==> config.mk <==
export PLATFORM = sky130hd
export DESIGN_NAME = spi_slave_flat
export DESIGN_NICKNAME = d
export VERILOG_FILES = /design/src/rtl/spi_pkg.sv /design/src/rtl/spi_if.sv /design/src/rtl/spi_sync_edge.sv /design/src/rtl/spi_slave.sv /design/src/flat_wrapper.sv
export SDC_FILE = /design/constraint.sdc
export NUM_CORES = 1
export LEC_CHECK = 0
export ABC_AREA = 1
export CAP_MARGIN = 20
export CORE_MARGIN = 2
export CORE_UTILIZATION = 40
export DETAILED_ROUTE_END_ITERATION = 10
export PLACE_DENSITY = 0.63
export SYNTH_ARGS = -nofsm -noshare
export SYNTH_HDL_FRONTEND = slang
export SYNTH_SLANG_ARGS = --single-unit
==> constraint.sdc <==
create_clock -name i_clk -period 1.4 [get_ports i_clk]
set_input_delay 0.14 -clock i_clk [delete_from_list [all_inputs] [get_ports i_clk]]
set_output_delay 0.14 -clock i_clk [all_outputs]
set_load 0.02 [all_outputs]
==> src/rtl/spi_pkg.sv <==
// Shared definitions for the SPI responder.
// Contents:
//   CMD_RW_BIT  position of the read/write flag in the command byte
//   SPI_RD      value of that flag that selects a read
//   state_t     FSM state encoding (3-bit)
package spi_pkg;

  localparam int       CMD_RW_BIT = 7;
  localparam logic     SPI_RD     = 1'b1;

  typedef enum logic [2:0] {
    ST_IDLE    = 3'd0,
    ST_CMD     = 3'd1,
    ST_RD_WAIT = 3'd2,
    ST_RD_DATA = 3'd3,
    ST_DONE    = 3'd4
  } state_t;

endpackage

==> src/rtl/spi_if.sv <==
// Bundle of the SPI pins and the host-side handshake of the SPI responder.
// Signal names are seen from the responder: i_* enter it, o_* leave it.
//   i_sck, i_cs_n, i_mosi  SPI pins from the master (asynchronous)
//   i_tx_data              read response supplied by the host
//   o_miso                 SPI data back to the master
//   o_rx_data/o_rx_valid   write payload and its 1-clk strobe
//   o_rd_addr/o_rd_req     read address and its 1-clk request strobe
//   o_busy                 transaction in progress
// Modports: slave (the responder), master (the SPI master plus host side).
interface spi_if #(
  parameter int DATA_WIDTH = 8
);
  logic                  i_sck;
  logic                  i_cs_n;
  logic                  i_mosi;
  logic [DATA_WIDTH-1:0] i_tx_data;
  logic                  o_miso;
  logic [DATA_WIDTH-2:0] o_rx_data;
  logic                  o_rx_valid;
  logic [DATA_WIDTH-2:0] o_rd_addr;
  logic                  o_rd_req;
  logic                  o_busy;

  modport slave (
    input  i_sck, i_cs_n, i_mosi, i_tx_data,
    output o_miso, o_rx_data, o_rx_valid, o_rd_addr, o_rd_req, o_busy
  );

  modport master (
    output i_sck, i_cs_n, i_mosi, i_tx_data,
    input  o_miso, o_rx_data, o_rx_valid, o_rd_addr, o_rd_req, o_busy
  );
endinterface

==> src/rtl/spi_sync_edge.sv <==
// Synchronizer for one asynchronous pin followed by a one-flop edge detector.
// Ports:
//   i_clk, i_rst  system clock, synchronous active-high reset
//   pin           asynchronous input
//   rise, fall    1-clk pulses when the synchronized level changes
// A pin edge shows up on rise/fall SYNC_STAGES clk after it happens and is
// acted on by the consumer at the following edge.
module spi_sync_edge #(
  parameter int SYNC_STAGES = 2
) (
  input  logic i_clk,
  input  logic i_rst,
  input  logic pin,
  output logic rise,
  output logic fall
);

  logic [SYNC_STAGES-1:0] sync_q;
  logic                   prev_q;

  // NOTE: state is updated with non-blocking assignments only, and the
  // synchronous reset is simply the first branch inside the clocked block.
  always_ff @(posedge i_clk) begin
    if (i_rst) begin
      sync_q <= '0;
      prev_q <= 1'b0;
    end else begin
      sync_q <= {sync_q[SYNC_STAGES-2:0], pin};
      prev_q <= sync_q[SYNC_STAGES-1];
    end
  end

  assign rise =  sync_q[SYNC_STAGES-1] & ~prev_q;
  assign fall = ~sync_q[SYNC_STAGES-1] &  prev_q;

endmodule

==> src/rtl/spi_slave.sv <==
// SPI mode-0 responder (SCK idle low, CS active-low, MSB first).
// An 8-bit command arrives on MOSI: bit7=0 delivers bits[6:0] as write data,
// bit7=1 treats bits[6:0] as an address and returns a host-supplied word on MISO.
// Ports:
//   i_clk, i_rst  system clock, synchronous active-high reset
//   bus           spi_if.slave: SPI pins plus host handshake (see spi_if.sv)
// SCK, CS and MOSI are oversampled; the SCK half-period must be at least
// SYNC_STAGES+5 clk so a read response is loaded before the first MISO fall.
module spi_slave
  import spi_pkg::*;
#(
  parameter int DATA_WIDTH  = 8,
  parameter int SYNC_STAGES = 2,
  parameter int CNT_WIDTH   = 4
) (
  input logic  i_clk,
  input logic  i_rst,
  spi_if.slave bus
);

  localparam logic [CNT_WIDTH-1:0] CNT_FULL = CNT_WIDTH'(DATA_WIDTH);
  localparam logic [CNT_WIDTH-1:0] CNT_LAST = CNT_WIDTH'(DATA_WIDTH - 1);

  // Pin conditioning
  logic                   sck_rise;
  logic                   sck_fall;
  logic                   cs_rise;
  logic                   cs_fall;
  logic [SYNC_STAGES-1:0] mosi_q;
  logic                   mosi_s;

  spi_sync_edge #(.SYNC_STAGES(SYNC_STAGES)) u_sck_sync (
    .i_clk (i_clk),
    .i_rst (i_rst),
    .pin   (bus.i_sck),
    .rise  (sck_rise),
    .fall  (sck_fall)
  );

  spi_sync_edge #(.SYNC_STAGES(SYNC_STAGES)) u_cs_sync (
    .i_clk (i_clk),
    .i_rst (i_rst),
    .pin   (bus.i_cs_n),
    .rise  (cs_rise),
    .fall  (cs_fall)
  );

  // MOSI only needs the level; its delay matches the SCK path so the bit
  // seen with sck_rise is the one the master presented at that rise.
  always_ff @(posedge i_clk) begin
    if (i_rst) begin
      mosi_q <= '0;
    end else begin
      mosi_q <= {mosi_q[SYNC_STAGES-2:0], bus.i_mosi};
    end
  end

  assign mosi_s = mosi_q[SYNC_STAGES-1];

  // FSM and datapath
  state_t                  state;
  logic [CNT_WIDTH-1:0]    bit_cnt;
  logic [CNT_WIDTH-1:0]    tx_cnt;
  logic                    wait_q;
  logic [DATA_WIDTH-1:0]   rx_sh;
  logic [DATA_WIDTH-1:0]   tx_sh;
  logic                    miso_q;
  logic [DATA_WIDTH-2:0]   rx_data_q;
  logic                    rx_valid_q;
  logic [DATA_WIDTH-2:0]   rd_addr_q;
  logic                    rd_req_q;

  // NOTE: every register is assigned in every branch it must keep or change,
  // and the case has a default, so no latch or undefined state can appear.
  always_ff @(posedge i_clk) begin
    if (i_rst) begin
      state      <= ST_IDLE;
      bit_cnt    <= '0;
      tx_cnt     <= '0;
      wait_q     <= 1'b0;
      rx_sh      <= '0;
      tx_sh      <= '0;
      miso_q     <= 1'b0;
      rx_data_q  <= '0;
      rx_valid_q <= 1'b0;
      rd_addr_q  <= '0;
      rd_req_q   <= 1'b0;
    end else begin
      rx_valid_q <= 1'b0;
      rd_req_q   <= 1'b0;

      // CS rise has priority over any SCK edge in the same clock: abort.
      if (cs_rise) begin
        state   <= ST_IDLE;
        bit_cnt <= '0;
        tx_cnt  <= '0;
        wait_q  <= 1'b0;
        rx_sh   <= '0;
        tx_sh   <= '0;
        miso_q  <= 1'b0;
      end else begin
        unique case (state)
          ST_IDLE: begin
            if (cs_fall) begin
              state   <= ST_CMD;
              bit_cnt <= '0;
              rx_sh   <= '0;
            end
          end

          ST_CMD: begin
            if (bit_cnt == CNT_FULL) begin
              if (rx_sh[CMD_RW_BIT] == SPI_RD) begin
                rd_addr_q <= rx_sh[DATA_WIDTH-2:0];
                rd_req_q  <= 1'b1;
                wait_q    <= 1'b0;
                state     <= ST_RD_WAIT;
              end else begin
                rx_data_q  <= rx_sh[DATA_WIDTH-2:0];
                rx_valid_q <= 1'b1;
                state      <= ST_DONE;
              end
            end else if (sck_rise) begin
              rx_sh   <= {rx_sh[DATA_WIDTH-2:0], mosi_s};
              bit_cnt <= bit_cnt + 1'b1;
            end
          end

          // The host answers o_rd_req with i_tx_data; it is taken exactly
          // two clocks after the request pulse.
          ST_RD_WAIT: begin
            if (wait_q) begin
              tx_sh  <= bus.i_tx_data;
              tx_cnt <= '0;
              state  <= ST_RD_DATA;
            end else begin
              wait_q <= 1'b1;
            end
          end

          // The first fall here is the master's end-of-command fall, so
          // the MSB is on MISO before the master's first sampling rise.
          ST_RD_DATA: begin
            if (sck_fall) begin
              miso_q <= tx_sh[DATA_WIDTH-1];
              tx_sh  <= {tx_sh[DATA_WIDTH-2:0], 1'b0};
              tx_cnt <= tx_cnt + 1'b1;
              if (tx_cnt == CNT_LAST) begin
                state <= ST_DONE;
              end
            end
          end

          // Holds the last MISO bit; further SCK edges are ignored.
          ST_DONE: begin
          end

          default: begin
            state <= ST_IDLE;
          end
        endcase
      end
    end
  end

  assign bus.o_miso     = miso_q;
  assign bus.o_rx_data  = rx_data_q;
  assign bus.o_rx_valid = rx_valid_q;
  assign bus.o_rd_addr  = rd_addr_q;
  assign bus.o_rd_req   = rd_req_q;
  assign bus.o_busy     = (state != ST_IDLE);

endmodule

==> src/flat_wrapper.sv <==
// flat-port wrapper written by rule: the top's interface ports become plain ports
module spi_slave_flat import spi_pkg::*;
#(
  parameter int DATA_WIDTH  = 8,
  parameter int SYNC_STAGES = 2,
  parameter int CNT_WIDTH   = 4
)
  (i_clk, i_rst, bus_i_sck, bus_i_cs_n, bus_i_mosi, bus_i_tx_data, bus_o_miso, bus_o_rx_data, bus_o_rx_valid, bus_o_rd_addr, bus_o_rd_req, bus_o_busy);
  spi_if #(.DATA_WIDTH(DATA_WIDTH)) bus_i ();
  input logic i_clk;
  input logic i_rst;
  input wire logic [$bits(bus_i.i_sck)-1:0] bus_i_sck;
  input wire logic [$bits(bus_i.i_cs_n)-1:0] bus_i_cs_n;
  input wire logic [$bits(bus_i.i_mosi)-1:0] bus_i_mosi;
  input wire logic [$bits(bus_i.i_tx_data)-1:0] bus_i_tx_data;
  output wire logic [$bits(bus_i.o_miso)-1:0] bus_o_miso;
  output wire logic [$bits(bus_i.o_rx_data)-1:0] bus_o_rx_data;
  output wire logic [$bits(bus_i.o_rx_valid)-1:0] bus_o_rx_valid;
  output wire logic [$bits(bus_i.o_rd_addr)-1:0] bus_o_rd_addr;
  output wire logic [$bits(bus_i.o_rd_req)-1:0] bus_o_rd_req;
  output wire logic [$bits(bus_i.o_busy)-1:0] bus_o_busy;
  assign bus_i.i_sck = bus_i_sck;
  assign bus_i.i_cs_n = bus_i_cs_n;
  assign bus_i.i_mosi = bus_i_mosi;
  assign bus_i.i_tx_data = bus_i_tx_data;
  assign bus_o_miso = bus_i.o_miso;
  assign bus_o_rx_data = bus_i.o_rx_data;
  assign bus_o_rx_valid = bus_i.o_rx_valid;
  assign bus_o_rd_addr = bus_i.o_rd_addr;
  assign bus_o_rd_req = bus_i.o_rd_req;
  assign bus_o_busy = bus_i.o_busy;
  spi_slave #(.DATA_WIDTH(DATA_WIDTH), .SYNC_STAGES(SYNC_STAGES), .CNT_WIDTH(CNT_WIDTH)) u_core (.i_clk(i_clk), .i_rst(i_rst), .bus(bus_i));
endmodule
==> flow_summary.ini <==
[synth]
yosysSeqAreaShare_pct = 46.3
yosys_warnings = 0
synth_seq_cells = 53
netlist.top_cell.by_area = sky130_fd_sc_hd__dfxtp_1
synthDistinctLibCells = 26
syn-instance-count = 317
mappedNetlistArea_sq_um = 2290
synth_area_per_cell_sq_um = 7.23
synth_largest_type_area_fraction_pct = 46.3
postSynthNetCount = 333
cell_types_occupying_the_most_area_after_synthesis = sky130_fd_sc_hd__dfxtp_1 46%, sky130_fd_sc_hd__nand2_1 14%, sky130_fd_sc_hd__nor2_1 8.8%

[sta]
fin_hold_ws_ps = 331
finalMaxSlewViolations = 0
unrepaired_setup_endpoints_after_global_routing = yes
finalCriticalPeriod_ps = 1460
worst_slew_margin_rel_pct = 78.3
worstMarginPinSlew_ps = 326
max_clock_freq_ghz = 0.686
postLayoutSetupSlackWorst_ps = -57.3
finalHoldViolations = 0
final_report_setup_violation_count = 25
worst_clock_skew_ps = 8.64
fin_crit_sh_pct = 104

[placement]
gp_congestion = 0.819
place.port_buffers = 30
post-place-cells = 431
dp.final_hpwl_microns = 3580
preCtsSetupSlack_ps = -107

[layout]
n_fill_cell = 509
antenna_cells = 0
layout.cells.non_filler = 447
share_of_layout_cells_above_drive_strength_1_pct = 30.9
syn2layout_area_growth_pct = 40.5
final_nets = 390
final_common_cell = sky130_fd_sc_hd__nand2_1
most-common-layout-cells = 71 x sky130_fd_sc_hd__nand2_1, 48 x sky130_fd_sc_hd__dfxtp_1, 41 x sky130_fd_sc_hd__nor2_1

[critical_path]
worstSetupStartpointType = register
worst-setup-path-type = register to register
endpoint_kind = register
critical_path_data_required_time_ps = 1610
cp_max_fo = 8
critical_path_arrival_ps = 1670

[detailed_routing]
route.antenna.remaining_nets = 0
dr_total_vias = 2082
dr_pass1_iterations = 4
drt_first_iter_violations = 82
route.detailed.vias_per_inst = 4.66
postRouteWirelength_microns = 5480
drcViolationCount = 0
wire_per_inst_microns = 12.3

[global_routing]
number_of_global_route_vias_before_repair = 1928
grt_start_max_net_pins = 25
grt_usage_pct = 17.2
global_route_wire_length_before_repair_microns = 8640
antenna_found_initial = 0
grt_overflow_total = 0

[status]
violations = setup timing
outcome = finished with violations

[floorplanning]
die_w_microns = 79.7
die_h_microns = 79.7
floorplan.core_area_sq_um = 5510
fp.dieArea_sq_um = 6350
initial_utilization_pct = 41.6
design.portCount = 31
rows = 27

[flow_run]
max_cap_violations = 0

[clock_tree]
cts_sinks = 53
clkSlewWorstSetupHoldPaths_ps = 90
tritoncts = built
cts_max_path_buffers = 2
htree_levels = 2
cts-hold-fix-buffers = 0
cts-buffers-inserted = 5
clkLatencyLatePin_ps = 320
root_buffer = sky130_fd_sc_hd__clkbuf_8

[min_path]
hold_path.class = input port to register

[power]
irDropWorstVdd_v = 0.000549
power-per-cell-area_nw_per_um2 = 911
leakage_power_figure_nw = 1.32
## registers in the layout, summed over array words and instances, names as in the netlist
name                      cells
u_core.tx_cnt                 4
u_core.tx_sh                  8
u_core.bus.o_rx_data          7
u_core.u_sck_sync.sync_q      2
u_core.mosi_q                 2
u_core.bus.o_rx_valid         1
u_core.bus.o_rd_addr          7
u_core.bus.o_rd_req           1
u_core.state                  3
u_core.rx_sh                  8
u_core.u_sck_sync.prev_q      1
u_core.bus.o_miso             1
u_core.u_cs_sync.sync_q       2
u_core.u_cs_sync.prev_q       1
u_core.bit_cnt                4
u_core.wait_q                 1
## synthesized netlist by cell type, drive strengths merged
| cell type | count |
|---|---|
| nor2 | 56 |
| o21ai | 17 |
| inv | 32 |
| nand4 | 2 |
| nor3 | 1 |
| nand2 | 92 |
| a21oi | 33 |
| buf | 8 |
| nand3b | 1 |
| dfxtp | 53 |
| xnor2 | 1 |
| xor2 | 1 |
| nand3 | 14 |
| clkbuf | 3 |
| ha | 3 |
## stage by stage
step           total power, W  area (sq um)  TNS, ps  util [%]
2_1_floorplan         0.00172          2290        0         -
3_3_place_gp          0.00181          2780     -400      50.5
3_5_place_dp          0.00181          2780    -1330      50.5
4_1_cts               0.00288          2920    -27.8      53.0
5_1_grt               0.00305          3220    -3450      58.4
6_report              0.00293          3220     -801      58.4
## area by class of cell
cell class / instances / area [sq um] / area share, %
clock buffers: 5 / 68.8 / 2.14
flip-flops and latches: 53 / 1070 / 33.3
inverters: 32 / 138 / 4.28
repair inverters: 1 / 8.76 / 0.272
clock inverters: 3 / 43.8 / 1.36
repair buffers: 59 / 532 / 16.5
multi-input cells: 222 / 1260 / 39.3
well taps: 72 / 90.1 / 2.80
## kinds of logic (layout without fill, tap and decap cells)
logic type	Yosys count	in the layout	share of synthesized area [%]
DFF	53	53	46.3
and+or+nand+nor	166	167	30.7
xor gates and xnor gates	2	2	0.765
AOI/OAI and AO/OA	50	50	12.1
buffers and inverters	43	100	8.52
adders and majority gates	3	3	1.64
## timing repair
action                                  CTS  global route
buffers inserted                          1             5
endpoints found under the setup margin   54            46
endpoints found under the hold margin     0             0
gates cloned                              1             1
gates resized for setup                  26            83
pin swaps                                 1            13
## final timing paths
kind / start / depth (start not counted) / slack (ps) / to
hold / removal: bus_i_cs_n / 3 / 330 / u_core.u_cs_sync.sync_q[0]
hold reg to reg: u_core.u_cs_sync.sync_q[0] / 2 / 410 / u_core.u_cs_sync.sync_q[1]
setup / recovery: u_core.state[2] / 7 / -60 / u_core.bit_cnt[1]
setup reg to reg: u_core.state[2] / 7 / -60 / u_core.bit_cnt[1]
## report_power, final
group          internal, W  switching [W]  total [W]
Sequential         0.00153      0.0000288    0.00156
Combinational     0.000127       0.000162   0.000289
Clock             0.000537       0.000541    0.00108
## worst max-delay path: stages, from the launching register on
cell and delay (ps):
sky130_fd_sc_hd__dfxtp_2 360, sky130_fd_sc_hd__inv_1 70, sky130_fd_sc_hd__buf_4 120, sky130_fd_sc_hd__nand3_1 140
sky130_fd_sc_hd__o21ai_4 260, sky130_fd_sc_hd__nand2_4 180, sky130_fd_sc_hd__o21ai_2 160, sky130_fd_sc_hd__nor2_1 60
## layer usage
metal,track usage (%),vias to the layer above,wire length (microns)
li1,-,1109,-
met3,4.07,6,159
met1,20.9,941,2410
met4,5.17,0,61
met2,30.1,26,2850
met5,0,-,0
Note: power is estimated with default switching activity, not from simulation.
